<file path="src/rtl/fetch_unit.sv">
// Instruction fetch stage: owns the PC and issues single outstanding reads to instruction memory.
// Presents the returned word with its pc/pc_four to decode, and redirects on branch or flush.
module fetch_unit #(
  parameter logic [31:0] RESET_VECTOR = 32'h0000_0000,
  parameter logic [31:0] NOP_INSTR    = 32'h0000_0013,
  localparam int unsigned XLEN        = 32
) (
  input  logic            clk,
  input  logic            rst,
  input  logic            br_sel,
  input  logic [XLEN-1:0] br_target,
  input  logic            flush,
  input  logic [XLEN-1:0] flush_pc,
  output logic            imem_req,
  output logic [XLEN-1:0] imem_addr,
  input  logic            imem_rvalid,
  input  logic [XLEN-1:0] imem_rdata,
  output logic            instr_valid,
  input  logic            instr_ready,
  output logic [XLEN-1:0] instr,
  output logic [XLEN-1:0] pc,
  output logic [XLEN-1:0] pc_four
);

  localparam logic [XLEN-1:0] ALIGN_MASK = ~XLEN'(3);
  localparam logic [XLEN-1:0] PC_RESET   = RESET_VECTOR & ALIGN_MASK;

  typedef enum logic [1:0] {
    S_REQ   = 2'd0,
    S_WAIT  = 2'd1,
    S_VALID = 2'd2
  } state_t;

  state_t state;
  state_t state_next;
  logic   drop;
  logic   handshake_c;

  assign handshake_c = (state == S_VALID) && instr_ready;
  assign imem_addr   = pc;
  assign pc_four     = pc + XLEN'(4);

  // State register
  always_ff @(posedge clk) begin
    if (rst) begin
      state <= S_REQ;
    end else begin
      state <= state_next;
    end
  end

  // Next-state logic; a flush or pending drop turns a returning read into a refetch
  always_comb begin
    state_next = state;
    case (state)
      S_REQ:   state_next = S_WAIT;
      S_WAIT:  if (imem_rvalid) state_next = (drop || flush) ? S_REQ : S_VALID;
      S_VALID: if (flush || instr_ready) state_next = S_REQ;
      default: state_next = S_REQ;
    endcase
  end

  // Output decode; the request is suppressed while reset is held
  always_comb begin
    imem_req    = 1'b0;
    instr_valid = 1'b0;
    if ((state == S_REQ) && !rst) imem_req = 1'b1;
    if (state == S_VALID) instr_valid = 1'b1;
  end

  // PC, drop flag and instruction holding register
  always_ff @(posedge clk) begin
    if (rst) begin
      pc    <= PC_RESET;
      drop  <= 1'b0;
      instr <= NOP_INSTR;
    end else if (flush) begin
      pc    <= flush_pc & ALIGN_MASK;
      // Any read still in flight after this edge belongs to the old path
      drop  <= (state == S_REQ) || ((state == S_WAIT) && !imem_rvalid);
      instr <= NOP_INSTR;
    end else begin
      if ((state == S_WAIT) && imem_rvalid) begin
        if (drop) begin
          drop <= 1'b0;
        end else begin
          instr <= imem_rdata;
        end
      end
      if (handshake_c) begin
        pc    <= br_sel ? (br_target & ALIGN_MASK) : (pc + XLEN'(4));
        instr <= NOP_INSTR;
      end
    end
  end

endmodule

</file>
<file path="config.mk">
export PLATFORM = sky130hd
export DESIGN_NAME = fetch_unit
export DESIGN_NICKNAME = d
export VERILOG_FILES = /design/src/rtl/fetch_unit.sv
export SDC_FILE = /design/constraint.sdc
export NUM_CORES = 1
export LEC_CHECK = 0
export BUFFER_PORTS_ARGS = -buffer_cell sky130_fd_sc_hd__buf_2
export CAP_MARGIN = 20
export CORE_MARGIN = 4
export CORE_UTILIZATION = 47
export DETAILED_ROUTE_END_ITERATION = 16
export PLACE_DENSITY = 0.95
export SETUP_SLACK_MARGIN = 0.15
export SYNTH_ARGS = -nofsm -noshare
export SYNTH_HDL_FRONTEND = slang
export SYNTH_SLANG_ARGS = --single-unit
</file>
<file path="constraint.sdc">
create_clock -name clk -period 5.2 [get_ports clk]
set_input_delay 1.56 -clock clk [delete_from_list [all_inputs] [get_ports clk]]
set_output_delay 1.56 -clock clk [all_outputs]
set_load 0.05 [all_outputs]
</file>
==> flow_summary.html, run 1 <==
<table>
<tr><th>Metric</th><th>Value</th></tr>
<tr><th colspan="2">STA</th></tr>
<tr><td>Number of pins with negative max-slew slack in the final report</td><td>0</td></tr>
<tr><td>Minimum clock period</td><td>4050 ps</td></tr>
<tr><td>RSZ-0062 raised after global routing</td><td>no</td></tr>
<tr><td>Total negative slack for setup checks</td><td>0 ps</td></tr>
<tr><td>Setup Skew</td><td>12.6 ps</td></tr>
<tr><td>Achievable frequency</td><td>247 MHz</td></tr>
<tr><td>Hold Fails Final Rpt</td><td>0</td></tr>
<tr><td>Remaining max-slew budget at the tightest pin</td><td>0.320</td></tr>
<tr><td># setup viols final</td><td>0</td></tr>
<tr><td>PnR worst setup slack</td><td>1150 ps</td></tr>
<tr><td>Worst Max-Slew Pin Slew</td><td>1020 ps</td></tr>
<tr><td>Worst hold slack across all endpoints</td><td>453 ps</td></tr>
<tr><td>Share of the cycle needed by the critical path after routing</td><td>0.778</td></tr>
<tr><th colspan="2">Clocking</th></tr>
<tr><td>Cell at the root of the clock tree</td><td>sky130_fd_sc_hd__clkbuf_8</td></tr>
<tr><td>Clock tree sinks</td><td>67</td></tr>
<tr><td>Clock latency on the worst-skew pair</td><td>340 ps</td></tr>
<tr><td>Worst-case clock buffer depth</td><td>2</td></tr>
<tr><td>Hold buffer count at cts</td><td>0</td></tr>
<tr><td>Resized Gates After CTS</td><td>0</td></tr>
<tr><td>CTS HTree Levels</td><td>3</td></tr>
<tr><td># Post-CTS Setup Buffers</td><td>0</td></tr>
<tr><td>Clock tree from TritonCTS</td><td>built</td></tr>
<tr><td>Clock-pin slew of the registers on the worst-case setup and hold paths</td><td>90 ps</td></tr>
<tr><td>Number of buffers added by the clock tree synthesis step</td><td>9</td></tr>
<tr><th colspan="2">Global route</th></tr>
<tr><td>Antenna violations before repair</td><td>0</td></tr>
<tr><td>Overall global routing resource usage</td><td>0.257</td></tr>
<tr><td>Via count of the first global-routing pass</td><td>4094</td></tr>
<tr><td>Remaining global-route overflow</td><td>0</td></tr>
<tr><td>Largest net degree at the start of global routing</td><td>50</td></tr>
<tr><td>Global-route wire length before repair</td><td>20.3 mm</td></tr>
<tr><th colspan="2">Job</th></tr>
<tr><td>Count of max-cap constraint violations</td><td>0</td></tr>
<tr><th colspan="2">Power and ir drop</th></tr>
<tr><td>Lkg Pwr</td><td>0.00235 uW</td></tr>
<tr><td>Maximum ir drop on the vdd rail</td><td>0.000235 V</td></tr>
<tr><td>Pwr dens</td><td>283 mW/mm2</td></tr>
<tr><td>Power Total</td><td>1370 uW</td></tr>
<tr><th colspan="2">Routing</th></tr>
<tr><td>Via total after detailed routing</td><td>4328</td></tr>
<tr><td>Violation count after the first detailed-routing iteration</td><td>312</td></tr>
<tr><td>Average wire length per cell after detail routing</td><td>16.9 um</td></tr>
<tr><td>Length of the first detailed-routing pass in iterations</td><td>5</td></tr>
<tr><td>DRC</td><td>0</td></tr>
<tr><td>Detailed-route vias per instance</td><td>5.62</td></tr>
<tr><td>Post-detailed-route count of antenna-violating nets</td><td>0</td></tr>
<tr><td>Total wire length after detailed routing</td><td>13.0 mm</td></tr>
<tr><th colspan="2">Worst setup path</th></tr>
<tr><td>Critical path peak fanout</td><td>11</td></tr>
<tr><td>Critical Path Start Type</td><td>flip-flop</td></tr>
<tr><td>CP max stage cell</td><td>sky130_fd_sc_hd__dfxtp_1</td></tr>
<tr><td>Series of cell instances along the critical path</td><td>ha_1, and3_2, nand4_2, o21a_1, or2_2, buf_2</td></tr>
<tr><td>Required time at the endpoint of the critical path</td><td>3640 ps</td></tr>
<tr><td>Crit path arrival time</td><td>2490 ps</td></tr>
<tr><td>Worst setup path class</td><td>flip-flop to primary output</td></tr>
<tr><td>Cells on worst reg2reg path</td><td>3</td></tr>
<tr><td>Largest stage delay on the critical path</td><td>470 ps</td></tr>
<tr><td>Type of element capturing the critical path</td><td>primary output</td></tr>
<tr><th colspan="2">Status</th></tr>
<tr><td>Run status</td><td>finished, final reports clean</td></tr>
<tr><th colspan="2">Yosys</th></tr>
<tr><td>Flip-flop and latch count after synthesis</td><td>67</td></tr>
<tr><td>Proportion of synthesized chip area in sequential cells</td><td>0.353</td></tr>
<tr><td>Post-synthesis instance total</td><td>489</td></tr>
<tr><td>FFs w/ async S/R, synth</td><td>0</td></tr>
<tr><td>Dominant synthesized flop cell</td><td>sky130_fd_sc_hd__dfxtp_1</td></tr>
<tr><td>Count of synthesis-stage warnings from yosys</td><td>0</td></tr>
<tr><td>Post-synthesis cell type count</td><td>54</td></tr>
<tr><td>Number of synthesized flops with an enable pin</td><td>0</td></tr>
<tr><td>Number of nets produced by synthesis</td><td>592</td></tr>
<tr><td>Netlist area before placement</td><td>0.00380 mm2</td></tr>
<tr><td>Mean instance size in the synthesized netlist</td><td>7.77 um2</td></tr>
<tr><th colspan="2">Place</th></tr>
<tr><td>Routability congestion estimate from global placement</td><td>0.892</td></tr>
<tr><td>Worst setup slack after placement</td><td>1450 ps</td></tr>
<tr><td>IO buf count</td><td>227</td></tr>
<tr><td>Placed cell areas</td><td>0.00464 mm2</td></tr>
<tr><td>Detailed-placement wirelength estimate</td><td>9.36 mm</td></tr>
<tr><th colspan="2">Floorplanning</th></tr>
<tr><td>Rows</td><td>32</td></tr>
<tr><td>Effective utilization at floorplan</td><td>0.487</td></tr>
<tr><td>Die Width</td><td>97.9 um</td></tr>
<tr><td>Core Area</td><td>0.00781 mm2</td></tr>
<tr><td>Die height</td><td>97.9 um</td></tr>
<tr><td>Floorplan die area</td><td>0.00959 mm2</td></tr>
<tr><td>Total I/O pin count</td><td>232</td></tr>
<tr><th colspan="2">Final layout</th></tr>
<tr><td>Fraction of layout cells with a size suffix above 1</td><td>0.400</td></tr>
<tr><td>Post-layout net count</td><td>766</td></tr>
<tr><td>Layout overhead on the synthesized area</td><td>27.9%</td></tr>
<tr><td>Fill cell instance count of the final layout</td><td>699</td></tr>
<tr><td>Post-route cell area</td><td>0.00486 mm2</td></tr>
<tr><td>Antenna cells</td><td>0</td></tr>
<tr><th colspan="2">Hold path</th></tr>
<tr><td>Min-Delay Path Depth</td><td>2</td></tr>
<tr><td>Worst min path class</td><td>flip-flop to flip-flop</td></tr>
</table>
placed cells by master, fill, tap and decap left out, types with 5 or more instances in the layout:
| master | n |
|---|---|
| sky130_fd_sc_hd__buf_2 | 227 |
| sky130_fd_sc_hd__nand2_1 | 82 |
| sky130_fd_sc_hd__dfxtp_1 | 67 |
| sky130_fd_sc_hd__a21oi_1 | 45 |
| sky130_fd_sc_hd__nor2_1 | 24 |
| sky130_fd_sc_hd__nor3_1 | 23 |
| sky130_fd_sc_hd__o21ai_0 | 23 |
| sky130_fd_sc_hd__a22oi_1 | 18 |
| sky130_fd_sc_hd__nand3_1 | 16 |
| sky130_fd_sc_hd__o22ai_1 | 15 |
| sky130_fd_sc_hd__xnor2_1 | 11 |
| sky130_fd_sc_hd__o21a_1 | 9 |
| sky130_fd_sc_hd__clkbuf_8 | 9 |
| sky130_fd_sc_hd__xor2_1 | 7 |
| sky130_fd_sc_hd__nand4_1 | 6 |
| sky130_fd_sc_hd__or2_2 | 6 |
| sky130_fd_sc_hd__a221o_1 | 5 |
critical path: cells and delay by family (launching register included):
| kind | cells | cell delay (ps) |
|---|---|---|
| fa+ha+maj | 1 | 280 |
| simple gates | 3 | 890 |
| flops | 1 | 470 |
| compound gates | 1 | 290 |
| buf+inv | 1 | 220 |
cell type report:
class                   instances  area [um2]  area share
well taps                     102         128      0.0263
clock buffers                   9         124      0.0255
inverters                       5        18.8     0.00386
repair buffers                231        1170       0.241
multi-input cells             349        2000       0.411
flip-flops and latches         67        1340       0.276
clock inverters                 7        82.6      0.0170
cells by family (layout without fill, tap and decap cells):
kind of cell	Yosys count	in the layout	synth area share
adders and majority gates	1	1	0.00329
AOI/OAI and AO/OA	130	130	0.213
xor gates and xnor gates	18	18	0.0415
DFF	67	67	0.353
buffers and inverters	73	252	0.123
muxes	2	2	0.00527
and+or+nand+nor	198	198	0.261
stage by stage:
stage,std cells,util
2_1_floorplan,489,-
3_3_place_gp,753,0.595
3_5_place_dp,753,0.595
4_1_cts,769,0.621
5_1_grt,770,0.623
6_report,770,0.623
worst paths after layout:
check | from | end | slack (ps)
worst max register to register | state[1] | instr[29] | 2870
worst min-delay path | instr[6] | instr[6] | 450
worst max-delay path | imem_addr[2] | pc_four[22] | 1150
worst min register to register | instr[6] | instr[6] | 450
registers in the layout (all words and copies together) (netlist names):
name and flops:
instr 32, state 2, drop 1, imem_addr 32
synthesized netlist by cell type, types with 5 or more instances:
cell type / n / area [um2]
sky130_fd_sc_hd__o21a_1: 9 / 67.6
sky130_fd_sc_hd__or2_2: 6 / 37.5
sky130_fd_sc_hd__nor3_1: 24 / 120
sky130_fd_sc_hd__xnor2_1: 11 / 96.3
sky130_fd_sc_hd__a21oi_1: 45 / 225
sky130_fd_sc_hd__buf_4: 35 / 263
sky130_fd_sc_hd__buf_6: 6 / 67.6
sky130_fd_sc_hd__dfxtp_1: 67 / 1340
sky130_fd_sc_hd__nand2_1: 82 / 308
sky130_fd_sc_hd__xor2_1: 7 / 61.3
sky130_fd_sc_hd__o22ai_1: 15 / 93.8
sky130_fd_sc_hd__clkbuf_1: 14 / 52.6
sky130_fd_sc_hd__nand4_1: 6 / 37.5
sky130_fd_sc_hd__nor2_1: 24 / 90.1
sky130_fd_sc_hd__a221o_1: 5 / 50.1
sky130_fd_sc_hd__a22oi_1: 18 / 135
sky130_fd_sc_hd__buf_2: 8 / 40.0
sky130_fd_sc_hd__o21ai_0: 23 / 115
sky130_fd_sc_hd__nand3_1: 16 / 80.1
where the power goes:
| group | leakage [uW] | internal [uW] | total [uW] | switching [uW] |
|---|---|---|---|---|
| Combinational | 0.00170 | 93.6 | 346 | 253 |
| Clock | 0.0000988 | 230 | 466 | 236 |
| Sequential | 0.000547 | 532 | 562 | 29.3 |
metal layers:
metal,vias to the layer above,part of all wire,GRT usage
li1,2045,-,-
met1,2024,0.38,0.304
met2,242,0.52,0.457
met3,17,0.082,0.0457
met4,0,0.015,0.102
met5,-,0,0
No activity file was read; power rests on OpenSTA's default activity.
==> run 2: changes to the inputs <==
Settings changed: CORE_UTILIZATION 47 to 44, PLACE_DENSITY 0.95 to 0.93.
Clock period 5.2 ns to 3.9 ns, I/O delays scaled along.
==> run 2 against run 1 <==
Effect of this change:
- non-clock buffer count is 2 higher
- first-iteration DRC count down 30%
- sequential cell count stayed put
- register-to-register slack lost 1200 ps
- clock power increased by 32%
- clock skew is 4.0 ps lower
- setup slack got worse by 840 ps
- highest routed layer unchanged
==> flow_summary.html, run 2 (synthesis results as in run 1) <==
<table>
<tr><th>Metric</th><th>Value</th></tr>
<tr><th colspan="2">Status</th></tr>
<tr><td>Run status</td><td>finished, final reports clean</td></tr>
<tr><th colspan="2">Global route</th></tr>
<tr><td>Overall global routing resource usage</td><td>0.253 (-0.00378)</td></tr>
<tr><td>Via count of the first global-routing pass</td><td>4317 (+5.4%)</td></tr>
<tr><td>Largest net degree at the start of global routing</td><td>38 (-24%)</td></tr>
<tr><td>Global-route wire length before repair</td><td>20.6 mm (+1.3%)</td></tr>
<tr><td>Remaining global-route overflow</td><td>0 (unchanged)</td></tr>
<tr><td>Antenna violations before repair</td><td>0 (unchanged)</td></tr>
<tr><th colspan="2">Final layout</th></tr>
<tr><td>Antenna cells</td><td>0 (unchanged)</td></tr>
<tr><td>Leading cell types in the layout, fill and taps excluded</td><td>227 x sky130_fd_sc_hd__buf_2, 82 x sky130_fd_sc_hd__nand2_1, 67 x sky130_fd_sc_hd__dfxtp_1</td></tr>
<tr><td>Fill cell instance count of the final layout</td><td>783 (+12%)</td></tr>
<tr><td>Post-route cell area</td><td>0.00488 mm2 (+0.46%)</td></tr>
<tr><td>Layout overhead on the synthesized area</td><td>28.5%</td></tr>
<tr><td>Post-layout net count</td><td>768 (+0.26%)</td></tr>
<tr><td>Most common cell after layout, fill and taps aside</td><td>sky130_fd_sc_hd__buf_2</td></tr>
<tr><td>Fraction of layout cells with a size suffix above 1</td><td>0.401 (+0.00179)</td></tr>
<tr><th colspan="2">Worst setup path</th></tr>
<tr><td>Required time at the endpoint of the critical path</td><td>2730 ps (-910 ps)</td></tr>
<tr><td>Crit path arrival time</td><td>2420 ps (-70 ps)</td></tr>
<tr><td>Type of element capturing the critical path</td><td>primary output</td></tr>
<tr><td>Critical Path Start Type</td><td>flip-flop</td></tr>
<tr><td>Worst setup path class</td><td>flip-flop to primary output</td></tr>
<tr><td>Source of the worst register-to-register timing path</td><td>state[1]</td></tr>
<tr><td>Start point of the critical path</td><td>imem_addr[2]</td></tr>
<tr><td>Critical path peak fanout</td><td>11 (unchanged)</td></tr>
<tr><th colspan="2">STA</th></tr>
<tr><td>RSZ-0062 raised after global routing</td><td>no</td></tr>
<tr><td>Setup Skew</td><td>8.57 ps (-3.99 ps)</td></tr>
<tr><td>Total negative slack for setup checks</td><td>0 ps (unchanged)</td></tr>
<tr><td>Share of the cycle needed by the critical path after routing</td><td>0.920</td></tr>
<tr><td>Hold Fails Final Rpt</td><td>0 (unchanged)</td></tr>
<tr><td>Minimum clock period</td><td>3590 ps</td></tr>
<tr><td>Number of pins with negative max-slew slack in the final report</td><td>0 (unchanged)</td></tr>
<tr><td>Achievable frequency</td><td>279 MHz</td></tr>
<tr><td>Remaining max-slew budget at the tightest pin</td><td>0.297 (-0.0235)</td></tr>
<tr><td># setup viols final</td><td>0 (unchanged)</td></tr>
<tr><td>Worst Max-Slew Pin Slew</td><td>1050 ps (+29.5 ps)</td></tr>
<tr><th colspan="2">Routing</th></tr>
<tr><td>DRC</td><td>0 (unchanged)</td></tr>
<tr><td>Length of the first detailed-routing pass in iterations</td><td>5 (unchanged)</td></tr>
<tr><td>Via total after detailed routing</td><td>4360 (+0.74%)</td></tr>
<tr><td>Detailed-route vias per instance</td><td>5.63 (about the same)</td></tr>
<tr><td>Average wire length per cell after detail routing</td><td>17.1 um (+1.4%)</td></tr>
<tr><td>Violation count after the first detailed-routing iteration</td><td>218 (-30%)</td></tr>
<tr><td>Post-detailed-route count of antenna-violating nets</td><td>0 (unchanged)</td></tr>
<tr><td>Total wire length after detailed routing</td><td>13.3 mm (+2.1%)</td></tr>
<tr><th colspan="2">Job</th></tr>
<tr><td>Count of max-cap constraint violations</td><td>0 (unchanged)</td></tr>
<tr><th colspan="2">Clocking</th></tr>
<tr><td>Number of buffers added by the clock tree synthesis step</td><td>9 (unchanged)</td></tr>
<tr><td>Clock latency on the worst-skew pair</td><td>340 ps (about the same)</td></tr>
<tr><td>Clock tree sinks</td><td>67 (unchanged)</td></tr>
<tr><td>Worst-case clock buffer depth</td><td>2 (unchanged)</td></tr>
<tr><td># Post-CTS Setup Buffers</td><td>0 (unchanged)</td></tr>
<tr><td>Clock-pin slew of the registers on the worst-case setup and hold paths</td><td>90 ps (about the same)</td></tr>
<tr><td>Cell at the root of the clock tree</td><td>sky130_fd_sc_hd__clkbuf_8</td></tr>
<tr><td>Clock tree from TritonCTS</td><td>built</td></tr>
<tr><td>CTS HTree Levels</td><td>3 (unchanged)</td></tr>
<tr><th colspan="2">Power and ir drop</th></tr>
<tr><td>Switch share</td><td>0.375 (-0.00197)</td></tr>
<tr><td>Switching Power</td><td>685 uW (+32%)</td></tr>
<tr><td>Lkg Pwr</td><td>0.00236 uW (+0.56%)</td></tr>
<tr><td>Share of power burned in registers</td><td>0.410 (about the same)</td></tr>
<tr><td>Power Total</td><td>1830 uW (+33%)</td></tr>
<tr><td>Fraction of power consumed by combinational cells</td><td>0.253 (about the same)</td></tr>
<tr><td>Pwr dens</td><td>374 mW/mm2 (+32%)</td></tr>
<tr><td>Maximum ir drop on the vdd rail</td><td>0.000237 V (+0.45%)</td></tr>
<tr><td>Cell internal pwr</td><td>1140 uW (+33%)</td></tr>
<tr><td>Clock network power share</td><td>0.336 (-0.003)</td></tr>
<tr><th colspan="2">Place</th></tr>
<tr><td>Detailed-placement wirelength estimate</td><td>9.70 mm (+3.6%)</td></tr>
<tr><td>Routability congestion estimate from global placement</td><td>0.878 (-1.5%)</td></tr>
<tr><td>Placed cell areas</td><td>0.00467 mm2 (+0.57%)</td></tr>
<tr><td>IO buf count</td><td>227 (unchanged)</td></tr>
<tr><th colspan="2">Hold path</th></tr>
<tr><td>Hold path startpoint</td><td>instr[20]</td></tr>
<tr><td>Worst min path class</td><td>flip-flop to flip-flop</td></tr>
<tr><th colspan="2">Floorplanning</th></tr>
<tr><td>Floorplan die area</td><td>0.0102 mm2 (+6.3%)</td></tr>
<tr><td>Die height</td><td>101 um (+3.1%)</td></tr>
<tr><td>Rows</td><td>33 (+3.1%)</td></tr>
<tr><td>Die Width</td><td>101 um (+3.1%)</td></tr>
<tr><td>Effective utilization at floorplan</td><td>0.458 (-0.0288)</td></tr>
<tr><td>Core Area</td><td>0.00830 mm2 (+6.3%)</td></tr>
<tr><td>Total I/O pin count</td><td>232 (unchanged)</td></tr>
</table>
## run 2: changes by cell type in the layout (fill, tap and decap cells not counted), sizes merged
cell,previous run,this run
buf,231,233
clkinv,1,2
clkinvlp,2,1
## run 2: critical path, cell delays in order (launching register included)
cell and delay (ps):
sky130_fd_sc_hd__dfxtp_1 450, sky130_fd_sc_hd__ha_1 280, sky130_fd_sc_hd__and3_2 320, sky130_fd_sc_hd__nand4_4 230
sky130_fd_sc_hd__o21a_1 260, sky130_fd_sc_hd__or2_2 300, sky130_fd_sc_hd__buf_2 210
## run 2: layout make-up
type                    count  area (um2)  area share
clock buffers               9         124      0.0254
clock inverters             7        81.3      0.0167
inverters                   5        18.8     0.00384
multi-input cells         349        2010       0.411
flip-flops and latches     67        1340       0.275
well taps                 105         131      0.0269
repair buffers            233        1180       0.242
## run 2: power groups by stage
stage          Clock, uW  Combinational, uW  Sequential [uW]
6_report             614                463              749
5_1_grt              660                487              754
4_1_cts              626                462              748
3_5_place_dp           0                461              764
3_3_place_gp           0                454              761
2_1_floorplan          0                274              838
## run 2: routing by layer
metal / share of wire / global-route usage / up-vias
li1: - / - / 2043
met1: 0.38 / 0.291 / 2011
met2: 0.50 / 0.434 / 254
met3: 0.082 / 0.0519 / 52
met4: 0.040 / 0.142 / 0
met5: 0 / 0 / -
## run 2: worst paths after layout
check                                     end  slack (ps)  cells after the start
worst max-delay path              pc_four[16]         310                      6
worst min-delay path                instr[20]         450                      2
worst max register to register  imem_addr[31]        1690                      4
worst min register to register      instr[20]         450                      2
## run 2: repair_timing
item	4_1_cts	5_1_grt
setup endpoints to repair	0	6
gates resized for setup	0	1
hold buffers	0	0
## run 2: metrics by stage
stage / hold slack (ps) / std cells / utilization / setup WS [ps]
finish: 454 / 775 / 0.588 / 312
global route: 476 / 775 / 0.588 / 210
CTS: 455 / 775 / 0.587 / 223
detailed placement: 443 / 759 / 0.563 / 618
global placement: 439 / 759 / 0.563 / 676
floorplan: 481 / 489 / - / 197
==> run 3: changes to the inputs <==
Settings changed: CORE_ASPECT_RATIO set to 0.9, PLACE_DENSITY 0.93 to 0.82.
==> run 3 against run 2 <==
Effect of this change:
- sequential cell count did not move
- core utilization rose by 0.85 points
- clock power barely moved
==> flow_summary.html, run 3 (synthesis results as in run 1) <==
<table>
<tr><th>Metric</th><th>Value</th></tr>
<tr><th colspan="2">Worst setup path</th></tr>
<tr><td>Cells on worst reg2reg path</td><td>5 (+1)</td></tr>
<tr><td>Type of element capturing the critical path</td><td>primary output</td></tr>
<tr><td>Critical Path Start Type</td><td>flip-flop</td></tr>
<tr><td>Worst setup path class</td><td>flip-flop to primary output</td></tr>
<tr><td>Critical path peak fanout</td><td>11 (unchanged)</td></tr>
<tr><td>Required time at the endpoint of the critical path</td><td>2730 ps (about the same)</td></tr>
<tr><td>Crit path arrival time</td><td>2440 ps (+20 ps)</td></tr>
<tr><th colspan="2">Floorplanning</th></tr>
<tr><td>Die Width</td><td>106 um (+5.0%)</td></tr>
<tr><td>Die height</td><td>96.2 um (-4.7%)</td></tr>
<tr><td>Rows</td><td>31 (-6.1%)</td></tr>
<tr><td>Effective utilization at floorplan</td><td>0.462 (+0.00425)</td></tr>
<tr><td>Core Area</td><td>0.00822 mm2 (-0.92%)</td></tr>
<tr><td>Total I/O pin count</td><td>232 (unchanged)</td></tr>
<tr><td>Floorplan die area</td><td>0.0102 mm2 (about the same)</td></tr>
<tr><th colspan="2">Final layout</th></tr>
<tr><td>Number of non-filler instances in the completed layout</td><td>787 (+1.5%)</td></tr>
<tr><td>Fraction of layout cells with a size suffix above 1</td><td>0.403 (+0.00178)</td></tr>
<tr><td>Antenna cells</td><td>0 (unchanged)</td></tr>
<tr><td>Most common cell after layout, fill and taps aside</td><td>sky130_fd_sc_hd__buf_2</td></tr>
<tr><td>Fill cell instance count of the final layout</td><td>776 (-0.89%)</td></tr>
<tr><td>Area of combinational cells with multiple inputs</td><td>0.00201 mm2 (unchanged)</td></tr>
<tr><td>Combined flip-flop and latch cell area</td><td>0.00134 mm2 (unchanged)</td></tr>
<tr><td>Final core utilization</td><td>0.597 (+0.00850)</td></tr>
<tr><td>Post-layout net count</td><td>770 (+0.26%)</td></tr>
<tr><td>Layout overhead on the synthesized area</td><td>29.2%</td></tr>
<tr><td>Leading cell types in the layout, fill and taps excluded</td><td>227 x sky130_fd_sc_hd__buf_2, 82 x sky130_fd_sc_hd__nand2_1, 67 x sky130_fd_sc_hd__dfxtp_1</td></tr>
<tr><th colspan="2">Routing</th></tr>
<tr><td>Length of the first detailed-routing pass in iterations</td><td>5 (unchanged)</td></tr>
<tr><td>Detailed-route vias per instance</td><td>5.50 (-2.3%)</td></tr>
<tr><td>Violation count after the first detailed-routing iteration</td><td>308 (+41%)</td></tr>
<tr><td>DRC</td><td>0 (unchanged)</td></tr>
<tr><td>Total wire length after detailed routing</td><td>13.2 mm (-0.28%)</td></tr>
<tr><td>Post-detailed-route count of antenna-violating nets</td><td>0 (unchanged)</td></tr>
<tr><td>Average wire length per cell after detail routing</td><td>16.8 um (-1.8%)</td></tr>
<tr><td>Via total after detailed routing</td><td>4327 (-0.76%)</td></tr>
<tr><th colspan="2">Power and ir drop</th></tr>
<tr><td>Power Total</td><td>1820 uW (about the same)</td></tr>
<tr><td>Lkg Pwr</td><td>0.00237 uW (+0.60%)</td></tr>
<tr><td>Pwr dens</td><td>372 mW/mm2 (-0.60%)</td></tr>
<tr><td>Maximum ir drop on the vdd rail</td><td>0.000239 V (+1.1%)</td></tr>
<tr><th colspan="2">STA</th></tr>
<tr><td>Share of the cycle needed by the critical path after routing</td><td>0.926 (+0.00605)</td></tr>
<tr><td>Minimum clock period</td><td>3610 ps (+23.6 ps)</td></tr>
<tr><td>Hold Fails Final Rpt</td><td>0 (unchanged)</td></tr>
<tr><td>Number of pins with negative max-slew slack in the final report</td><td>0 (unchanged)</td></tr>
<tr><td># setup viols final</td><td>0 (unchanged)</td></tr>
<tr><td>Remaining max-slew budget at the tightest pin</td><td>0.277 (-0.0190)</td></tr>
<tr><td>Setup Skew</td><td>22.6 ps (+14.0 ps)</td></tr>
<tr><td>RSZ-0062 raised after global routing</td><td>no</td></tr>
<tr><td>Achievable frequency</td><td>277 MHz (-0.65%)</td></tr>
<tr><td>Worst Max-Slew Pin Slew</td><td>1080 ps (+34.3 ps)</td></tr>
<tr><td>Total negative slack for setup checks</td><td>0 ps (unchanged)</td></tr>
<tr><th colspan="2">Global route</th></tr>
<tr><td>Global-route wire length before repair</td><td>20.1 mm (-2.3%)</td></tr>
<tr><td>Largest net degree at the start of global routing</td><td>50 (+32%)</td></tr>
<tr><td>Via count of the first global-routing pass</td><td>4088 (-5.3%)</td></tr>
<tr><td>Antenna violations before repair</td><td>0 (unchanged)</td></tr>
<tr><td>Remaining global-route overflow</td><td>0 (unchanged)</td></tr>
<tr><td>Overall global routing resource usage</td><td>0.247 (-0.00565)</td></tr>
<tr><th colspan="2">Place</th></tr>
<tr><td>Detailed-placement wirelength estimate</td><td>9.64 mm (-0.61%)</td></tr>
<tr><td>Routability congestion estimate from global placement</td><td>0.862 (-1.9%)</td></tr>
<tr><td>Placed Instances</td><td>771 (+1.6%)</td></tr>
<tr><td>IO buf count</td><td>227 (unchanged)</td></tr>
<tr><th colspan="2">Clocking</th></tr>
<tr><td>Cell at the root of the clock tree</td><td>sky130_fd_sc_hd__clkbuf_8</td></tr>
<tr><td>Worst-case clock buffer depth</td><td>2 (unchanged)</td></tr>
<tr><td>Hold buffer count at cts</td><td>0 (unchanged)</td></tr>
<tr><td>Clock tree sinks</td><td>67 (unchanged)</td></tr>
<tr><td>CTS HTree Levels</td><td>3 (unchanged)</td></tr>
<tr><td>Number of buffers added by the clock tree synthesis step</td><td>9 (unchanged)</td></tr>
<tr><td>Clock-pin slew of the registers on the worst-case setup and hold paths</td><td>100 ps (about the same)</td></tr>
<tr><td># Post-CTS Setup Buffers</td><td>0 (unchanged)</td></tr>
<tr><td>Clock latency on the worst-skew pair</td><td>350 ps (about the same)</td></tr>
<tr><td>Clock tree from TritonCTS</td><td>built</td></tr>
<tr><th colspan="2">Hold path</th></tr>
<tr><td>Worst min path class</td><td>flip-flop to flip-flop</td></tr>
<tr><td>Min-Delay Path Depth</td><td>2 (unchanged)</td></tr>
<tr><th colspan="2">Job</th></tr>
<tr><td>Count of max-cap constraint violations</td><td>0 (unchanged)</td></tr>
<tr><th colspan="2">Status</th></tr>
<tr><td>Run status</td><td>finished, final reports clean</td></tr>
</table>
-- run 3: changes by cell type in the layout (fill, tap and decap cells not counted), sizes merged --
cell | before | now
buf | 233 | 235
clkinvlp | 1 | 0
inv | 8 | 9
-- run 3: layout make-up --
type	count	share of cell area
inverter	5	0.00382
clock inverter	7	0.0161
timing repair buffer	235	0.244
multi-input combinational	349	0.409
tap	115	0.0293
sequential	67	0.273
clock buffer	9	0.0252
-- run 3: what timing repair did --
| action | 4_1_cts | 5_1_grt |
|---|---|---|
| resized for setup | 0 | 1 |
| endpoints found under the setup margin | 0 | 6 |
| endpoints found under the hold margin | 0 | 0 |
-- run 3: metal layers --
layer  vias up  global-route usage  routed length, um
li1       2058                   -                  -
met2       190               0.457               6760
met3        24              0.0496                836
met1      2055               0.284               5380
met5         -                   0                  0
met4         0              0.0939                259
-- run 3: power breakdown --
group / leakage, uW / total [uW] / switching, uW / internal [uW]
Sequential: 0.000547 / 748 / 38.1 / 710
Combinational: 0.00172 / 466 / 339 / 127
Clock: 0.000105 / 611 / 305 / 306
-- run 3: metrics by stage --
step | worst slack [ps] | area (um2) | hold slack, ps
3_3_place_gp | 637 | 4700 | 439
4_1_cts | 178 | 4900 | 456
6_report | 289 | 4910 | 455
2_1_floorplan | 197 | 3800 | 481
5_1_grt | 163 | 4910 | 471
3_5_place_dp | 584 | 4700 | 444
-- run 3: final timing paths --
check,startpoint,to,slack (ps)
max,imem_addr[2],pc_four[16],290
min,instr[24],instr[24],460
max reg2reg,state[1],imem_addr[16],1740
min reg2reg,instr[24],instr[24],460
-- run 3: critical path: stages, from the launching register on --
cell and delay, ps:
sky130_fd_sc_hd__dfxtp_1 470, sky130_fd_sc_hd__ha_1 290, sky130_fd_sc_hd__and3_2 320, sky130_fd_sc_hd__nand4_4 230, sky130_fd_sc_hd__o21a_1 260, sky130_fd_sc_hd__or2_2 300
sky130_fd_sc_hd__buf_2 220
